==> config.mk <==
export PLATFORM = sky130hd
export DESIGN_NAME = date_seq
export DESIGN_NICKNAME = d
export VERILOG_FILES = /design/src/rtl/date_seq.sv
export SDC_FILE = /design/constraint.sdc
export NUM_CORES = 1
export LEC_CHECK = 0
export CAP_MARGIN = 20
export CORE_MARGIN = 1
export CORE_UTILIZATION = 55
export CTS_CLUSTER_SIZE = 16
export DETAILED_ROUTE_END_ITERATION = 6
export PLACE_DENSITY_LB_ADDON = 0.3
export SLEW_MARGIN = 40
export SYNTH_ARGS = -nofsm -noshare
export SYNTH_HDL_FRONTEND = slang
export SYNTH_SLANG_ARGS = --single-unit
==> constraint.sdc <==
create_clock -name clk -period 5.1 [get_ports clk]
set_input_delay 0.51 -clock clk [delete_from_list [all_inputs] [get_ports clk]]
set_output_delay 0.51 -clock clk [all_outputs]
set_load 0.005 [all_outputs]
==> src/rtl/date_seq.sv <==
// date_seq: registered calendar date sequencer (day/month/year).
// Steps the date one day per advance pulse. Loads are range-checked, so
// every date that reaches the outputs is a legal date of the chosen calendar.
module date_seq #(
    parameter int CALENDAR    = 0,
    parameter int RESET_DAY   = 1,
    parameter int RESET_MONTH = 1,
    parameter int RESET_YEAR  = 2000
) (
    input  logic        clk,
    input  logic        rst_n,
    input  logic        advance,
    input  logic        load,
    input  logic [5:0]  load_day,
    input  logic [3:0]  load_month,
    input  logic [10:0] load_year,
    output logic [5:0]  dayOfMonth,
    output logic [3:0]  month,
    output logic [10:0] year,
    output logic        stepped,
    output logic        load_err,
    output logic        year_wrap
);

    // Only the two supported calendars may be built.
    if (CALENDAR != 0 && CALENDAR != 1) begin : g_badCalendar
        $error("date_seq: CALENDAR must be 0 (Gregorian) or 1 (Symmetry454)");
    end

    logic [5:0]  day_q,      day_d;
    logic [3:0]  month_q,    month_d;
    logic [10:0] year_q,     year_d;
    logic        stepped_q,  stepped_d;
    logic        loadErr_q,  loadErr_d;
    logic        yearWrap_q, yearWrap_d;

    logic [5:0]  curLen;
    logic [5:0]  loadLen;
    logic        loadLegal;

    // The Symmetry454 product 52*Y+146 peaks at 106590, so it needs 17 bits.
    function automatic logic isLeap(input logic [10:0] y);
        logic [16:0] prod;
        prod = 17'(y) * 17'd52 + 17'd146;
        if (CALENDAR == 1) begin
            return (prod % 17'd293) < 17'd52;
        end
        return ((y[1:0] == 2'b00) && ((y % 11'd100) != 11'd0)) || ((y % 11'd400) == 11'd0);
    endfunction

    // Months outside 1..12 report length 0 so a load with them always fails.
    function automatic logic [5:0] monthLen(input logic [3:0] m, input logic [10:0] y);
        logic leap;
        leap = isLeap(y);
        if (m == 4'd0 || m > 4'd12) begin
            return 6'd0;
        end
        if (CALENDAR == 1) begin
            case (m)
                4'd2, 4'd5, 4'd8, 4'd11: return 6'd35;
                4'd12:                   return leap ? 6'd35 : 6'd28;
                default:                 return 6'd28;
            endcase
        end
        case (m)
            4'd2:                    return leap ? 6'd29 : 6'd28;
            4'd4, 4'd6, 4'd9, 4'd11: return 6'd30;
            default:                 return 6'd31;
        endcase
    endfunction

    assign curLen    = monthLen(month_q, year_q);
    assign loadLen   = monthLen(load_month, load_year);
    assign loadLegal = (load_month >= 4'd1) && (load_month <= 4'd12) &&
                       (load_day >= 6'd1) && (load_day <= loadLen);

    // Next date and pulses; load has priority over advance, even when rejected.
    always_comb begin
        day_d      = day_q;
        month_d    = month_q;
        year_d     = year_q;
        stepped_d  = 1'b0;
        loadErr_d  = 1'b0;
        yearWrap_d = 1'b0;
        if (load) begin
            if (loadLegal) begin
                day_d     = load_day;
                month_d   = load_month;
                year_d    = load_year;
                stepped_d = 1'b1;
            end else begin
                loadErr_d = 1'b1;
            end
        end else if (advance) begin
            stepped_d = 1'b1;
            if (day_q < curLen) begin
                day_d = day_q + 6'd1;
            end else if (month_q < 4'd12) begin
                day_d   = 6'd1;
                month_d = month_q + 4'd1;
            end else if (year_q < 11'd2047) begin
                day_d   = 6'd1;
                month_d = 4'd1;
                year_d  = year_q + 11'd1;
            end else begin
                day_d      = 6'd1;
                month_d    = 4'd1;
                year_d     = 11'd0;
                yearWrap_d = 1'b1;
            end
        end
    end

    // Date and pulse registers; reset drops any pending action immediately.
    always_ff @(posedge clk or negedge rst_n) begin
        if (!rst_n) begin
            day_q      <= 6'(RESET_DAY);
            month_q    <= 4'(RESET_MONTH);
            year_q     <= 11'(RESET_YEAR);
            stepped_q  <= 1'b0;
            loadErr_q  <= 1'b0;
            yearWrap_q <= 1'b0;
        end else begin
            day_q      <= day_d;
            month_q    <= month_d;
            year_q     <= year_d;
            stepped_q  <= stepped_d;
            loadErr_q  <= loadErr_d;
            yearWrap_q <= yearWrap_d;
        end
    end

    assign dayOfMonth = day_q;
    assign month      = month_q;
    assign year       = year_q;
    assign stepped    = stepped_q;
    assign load_err   = loadErr_q;
    assign year_wrap  = yearWrap_q;

endmodule
==> metrics.txt, run 1 <==
nets@finish 598; Layout area overhead 34.4%; fin worst setup slack -0.0866 ns; crit start category input port; multi-input logic area between 2000 and 3000 µm²; Register Area around 610 µm²; die span in x 82.3 µm; Worst Path Buf+Inv 4; Final HPWL DP a little under 8 mm; status finished with violations; initial antenna violation count 0; final clock skew 0.00923 ns; # clock sinks 24; ANT nets after route 0; wire length of the first global-routing pass approximately 18 mm; vias per cell 6.82; Initial DRC Count just under 400; CTS max path bufs 2; critical path peak fanout 6; fill count 399; Async SR Flop Fraction 1.00; Residual DRC 0; max_slew headroom 0.427; Post-Synthesis Cells roughly 470; RSZ-0062 raised after global routing true; total core area around 6100 µm²; Yosys cell types 89; CP required around 5.3 ns; Root Buffer clkbuf_8; Post-Syn Nets 510; commonest cells after routing, fill and taps aside 63 x buf_4, 42 x nor2_1, 42 x clkdlybuf4s50_1; num rows 28; Port Buffer Count 48; crit path to year[2]$_DFFE_PN0P_; clk_lat worst skew 0.28 ns; crit-path max cell delay roughly 0.55 ns; Post-synth EDFFs 0; drt total wl between 10 and 15 mm; Post-CTS Hold Buffers 0; Final Setup Violations 10; Max Slew Vio Count 0; CP Class in -> reg; cell count along the critical path 29; share of layout cells above drive strength 1 0.275; Remaining Overflow, GRT 0; crit share post-route 1.02; Vias 4304; CTS buffer count 3; commonest non-fill, non-tap cell in the layout buf_4; min cycle time layout approximately 5.2 ns; Reg clk slew, reported paths ~0.1 ns; post-route total power ~1.6 mW; number of diodes 0; hold path cells 1; TritonCTS clock tree built; die area a little under 7000 µm²; Final Hold Fails 0; area of the mapped netlist 3550 µm²; drt first pass iters 5; CP endpoint kind register; Top FF cell, synth dfrtp_1; Hold Path Class reg -> reg; failing checks negative setup slack; max cap viols 0; number of global-route vias before repair 3924; P_leak between 1.5 and 2 nW; critical path arrival 5.36 ns; RD Place Congestion 0.935; FF+latch count, synth 24; final core occ 0.787; CP max stage cell or4b_4; initial core utilization 0.585; largest net degree at the start of global routing 32; Ys Warns 0; maximum VDD drop ~0.22 mV; Setup crit start load_year[7]; fmax just under 200 MHz; P per Cell Area around 330 nW/µm²; reg2reg end dayOfMonth[1]$_DFFE_PN0P_; Ports 49; top cell family by delay on the critical path compound AO/OA/AOI/OAI gates; flop-to-flop setup slack between 0.4 and 0.5 ns; worst r2r src year[5]$_DFFE_PN0P_; Max H-tree Level 1; Least-Margin Pin Slew 0.848 ns; synthesized area per cell between 7 and 8 µm²; GR Util All Layers 0.341; DIE HEIGHT ~80 µm; sequential area share after synthesis 0.172; R2R depth 13; Routed wire per std cell ~19 µm
-- cell families after synthesis --
| group | synth area share |
|---|---|
| adders and majority gates | 0.0564 |
| AOI/OAI and AO/OA | 0.388 |
| buffers and inverters | 0.0794 |
| DFF | 0.172 |
| muxes | 0.0254 |
| xor gates and xnor gates | 0.0342 |
| and+or+nand+nor | 0.245 |
-- registers in the layout (all words and copies together) (netlist names) --
| register | cells |
|---|---|
| year_wrap | 1 |
| load_err | 1 |
| year | 11 |
| stepped | 1 |
| month | 4 |
| dayOfMonth | 6 |
-- Yosys cell counts, types with 5 or more instances --
library cell  instances  area, µm²
a211o_1               5       43.8
a211oi_1              8       60.1
a21o_1                7       52.6
a21oi_1              28        140
a221oi_1              8       70.1
a31oi_1              10       62.6
and2_1                6       37.5
and3_1                7       43.8
buf_2                 8       40.0
buf_6                 6       67.6
clkbuf_1             13       48.8
dfrtp_1              16        400
dfstp_2               8        210
ha_1                 16        200
inv_1                22       82.6
mux2i_1               9       90.1
nand2_1              37        139
nand2b_1              5       31.3
nand3_1              15       75.1
nor2_1               44        165
nor3_1                8       40.0
nor4_1                5       31.3
o211ai_1              7       52.6
o21ai_0              21        105
o21ai_1               8       40.0
o22ai_1               8       50.1
o31ai_1               7       52.6
or3_1                 8       50.1
xnor2_1               9       78.8
-- per-layer routing --
layer | GRT usage | wire [µm] | up-vias
li1 | - | - | 1978
met1 | 0.432 | 4720 | 2036
met2 | 0.573 | 5640 | 243
met3 | 0.0429 | 949 | 47
met4 | 0.161 | 380 | 0
met5 | 0 | 0 | -
-- worst min-delay path by stage --
| stage | startpoint | to | slack, ns |
|---|---|---|---|
| 6_report | dayOfMonth[0]$_DFFE_PN1P_ | dayOfMonth[0]$_DFFE_PN1P_ | 0.58 |
| 5_1_grt | dayOfMonth[0]$_DFFE_PN1P_ | dayOfMonth[0]$_DFFE_PN1P_ | 0.59 |
| 4_1_cts | dayOfMonth[0]$_DFFE_PN1P_ | dayOfMonth[0]$_DFFE_PN1P_ | 0.57 |
| 3_5_place_dp | dayOfMonth[0]$_DFFE_PN1P_ | dayOfMonth[0]$_DFFE_PN1P_ | 0.55 |
| 3_3_place_gp | dayOfMonth[5]$_DFFE_PN0P_ | dayOfMonth[5]$_DFFE_PN0P_ | 0.55 |
| 2_1_floorplan | rst_n | dayOfMonth[1]$_DFFE_PN0P_ | 0.21 |
-- through the flow --
step / TNS, ns / hold slack, ns / instances / setup WS [ns] / area [µm²]
3_5_place_dp: -17.59 / 0.555 / 613 / -1.03 / 4390
2_1_floorplan: -3.37 / 0.214 / 469 / -0.355 / 3630
4_1_cts: -1.21 / 0.568 / 626 / -0.124 / 4650
5_1_grt: -4.29 / 0.589 / 631 / -0.321 / 4770
6_report: -0.502 / 0.576 / 631 / -0.0866 / 4770
3_3_place_gp: -12.12 / 0.547 / 613 / -0.766 / 4390
-- area by class of cell --
cell class                 instances  share of cell area
multi-input combinational        390               0.607
tap                               75              0.0197
sequential                        24               0.128
inverter                          22              0.0184
clock inverter                     1             0.00630
clock buffer                       3             0.00866
timing repair buffer             116               0.212
-- timing repair --
item | CTS | global route
endpoints found under the setup margin | 22 | 22
resized for setup | 54 | 26
buffers inserted | 8 | 5
pin swaps | 21 | 14
cloned | 1 | 0
-- where the power goes --
| group | switching [mW] | total, mW | internal [mW] | leakage [nW] |
|---|---|---|---|---|
| sequential | 0.162 | 0.414 | 0.252 | 0.279 |
| combinational | 0.508 | 0.991 | 0.483 | 1.67 |
| clock | 0.0680 | 0.173 | 0.105 | 0.0357 |
| total | 0.738 | 1.58 | 0.840 | 1.98 |
Power figures use the tool's default switching activity.
==> inputs of run 2 (changes only) <==
clock period = 5.16 ns   (was 5.1 ns; I/O delays follow)
==> run 2 against run 1 <==
The run now ends clean; combinational power decreased by 3.2%; register-to-register slack improved by 0.29 ns; count of clock-buffer cells in the layout unchanged; critical path depth increased by 1; critical endpoint is now month[0]$_DFFE_PN1P_; largest cell class unchanged.
==> metrics.txt, run 2 (same netlist as run 1, synthesis figures left out) <==
Max H-tree Level 1 (unchanged); Net Sw Power 0.725 mW (-1.9%); share of layout cells above drive strength 1 0.250 (-0.0247); Vias 4303 (-0.023%); RD Place Congestion 0.921 (-1.5%); clk_lat worst skew 0.28 ns (about the same); die area 6770 µm² (unchanged); Hold Path Class in -> async; critical path arrival 5.31 ns (-0.05 ns); P_leak 1.95 nW (-1.4%); CP endpoint kind register; GR Util All Layers 0.333 (-0.00839); CP Class in -> reg; number of diodes 0 (unchanged); Register Area 611 µm² (unchanged); nets@finish 593 (-0.84%); CP max stage cell or4b_4; number of global-route vias before repair 3842 (-2.1%); CTS buffer count 3 (unchanged); final clock skew 0.00700 ns (-0.00222 ns); ANT nets after route 0 (unchanged); Pint 0.821 mW (-2.2%); Layout area overhead 32.4%; CP most frequent cell buf_4; Clock Power Share 0.111 (about the same); P per Cell Area 329 nW/µm² (-0.56%); Final Setup Violations 0 (-10); Initial DRC Count 402 (+3.1%); total core area 6060 µm² (unchanged); Comb power frac 0.621 (-0.007); Max Slew Vio Count 0 (unchanged); status complete, no violations; routed metal-1 wirelength 4.72 mm (about the same); wire length of the first global-routing pass 17.7 mm (-1.4%); max cap viols 0 (unchanged); non-filler cells, final 626 (-0.79%); top layer in use met4; Reg clk slew, reported paths 0.09 ns (about the same); fin worst setup slack 0.0392 ns (+0.126 ns); num rows 28 (unchanged); RSZ-0062 raised after global routing true; Routed wire per std cell 18.6 µm (+0.32%); Final Hold Fails 0 (unchanged); DIE HEIGHT 82.3 µm (unchanged); Seq pwr share 0.268 (+0.006); crit start category input port; Residual DRC 0 (unchanged); Port Buffer Count 48 (unchanged); Least-Margin Pin Slew 0.801 ns (-0.0470 ns); initial antenna violation count 0 (unchanged); CP required 5.35 ns (+0.08 ns); drt first pass iters 5 (unchanged); critical path peak fanout 6 (unchanged); crit share post-route 0.992; initial core utilization 0.585 (unchanged); commonest cells after routing, fill and taps aside 58 x buf_4, 44 x nor2_1, 42 x clkdlybuf4s50_1; TritonCTS clock tree built; multi-input logic area 2850 µm² (-1.3%); min cycle time layout 5.12 ns; commonest non-fill, non-tap cell in the layout buf_4; switch share 0.469 (+0.000816); Met3 Wirelength 864 µm (-9.0%); crit-path max cell delay 0.56 ns (about the same); # clock sinks 24 (unchanged); dpl ws -0.872 ns (+0.156 ns); die span in x 82.3 µm (unchanged); largest net degree at the start of global routing 35 (+9.4%); placed instance count 611 (-0.33%); met2 WL 5.77 mm (+2.2%); final hold slack 0.584 ns (+0.00821 ns); Remaining Overflow, GRT 0 (unchanged); drt total wl 11.6 mm (-0.48%); Root Buffer clkbuf_8; Final HPWL DP 7.64 mm (-2.1%); maximum VDD drop 0.225 mV (+3.8%); vias per cell 6.87 (+0.78%); fmax ~200 MHz; Ports 49 (unchanged); max_slew headroom 0.466 (+0.0388); CTS max path bufs 2 (unchanged); max reg flops 11 (unchanged); fill count 409 (+2.5%); Post-CTS Hold Buffers 0 (unchanged)
run 2: cell types whose count changed in the layout (fill, tap and decap cells not counted), moves of 2 or more:
cell / change
buf_4: -5
buf_6: +2
o21ai_2: -2
nor2_1: +2
nor2_2: -2
run 2: routing by layer:
metal | track usage | vias to the layer above
li1 | - | 1971
met1 | 0.440 | 2060
met2 | 0.560 | 236
met3 | 0.0308 | 36
met4 | 0.125 | 0
met5 | 0 | -
run 2: path summary, 6_finish.rpt:
path                                      start                         to  slack, ns  cells past startpoint
setup / recovery                   load_year[5]       month[0]$_DFFE_PN1P_       0.04                     30
setup reg to reg            year[5]$_DFFE_PN0P_  dayOfMonth[1]$_DFFE_PN0P_       0.70                     13
hold / removal                            rst_n        year_wrap$_DFF_PN0_       0.58                      2
max in group asynchronous                 rst_n        year[4]$_DFFE_PN1P_       4.28                      2
min in group clk           month[0]$_DFFE_PN1P_       month[0]$_DFFE_PN1P_       0.58                      2
hold reg to reg            month[0]$_DFFE_PN1P_       month[0]$_DFFE_PN1P_       0.58                      2
run 2: power by group through the flow:
| stage | combinational [mW] | clock (mW) | sequential, mW |
|---|---|---|---|
| after floorplan | 0.677 | 0 | 0.314 |
| after global placement | 0.848 | 0 | 0.398 |
| after detailed placement | 0.883 | 0 | 0.402 |
| after CTS | 0.916 | 0.167 | 0.399 |
| after global routing | 1.06 | 0.179 | 0.424 |
| final | 0.959 | 0.172 | 0.414 |
run 2: cell type report:
cell class                      instances  area share
Multi-Input combinational cell        389       0.608
Timing Repair Buffer                  112       0.209
Sequential cell                        24       0.130
Tap cell                               75      0.0200
Inverter                               22      0.0181
Clock buffer                            3     0.00879
Clock inverter                          1     0.00639
run 2: through the flow:
step,cell area (µm²),power [mW],util,setup TNS [ns]
floorplan,3620,0.991,-,-2.49
global placement,4380,1.25,0.723,-10.50
detailed placement,4380,1.28,0.723,-13.89
CTS,4630,1.48,0.764,-0.828
global route,4700,1.66,0.775,-1.61
finish,4700,1.55,0.775,0
run 2: timing repair:
item	4_1_cts	5_1_grt
buffers inserted	7	4
gates cloned	0	0
gates resized for setup	59	9
setup endpoints to repair	21	22
pin swaps	29	14
run 2: critical path: cells and delay by family:
family,cells,cell delay (ns)
AO/OA/AOI/OAI,15,2.13
adder cells (fa/ha/maj),1,0.20
buffers and inverters,6,0.69
multiplexers,1,0.18
AND/OR/NAND/NOR,7,1.61
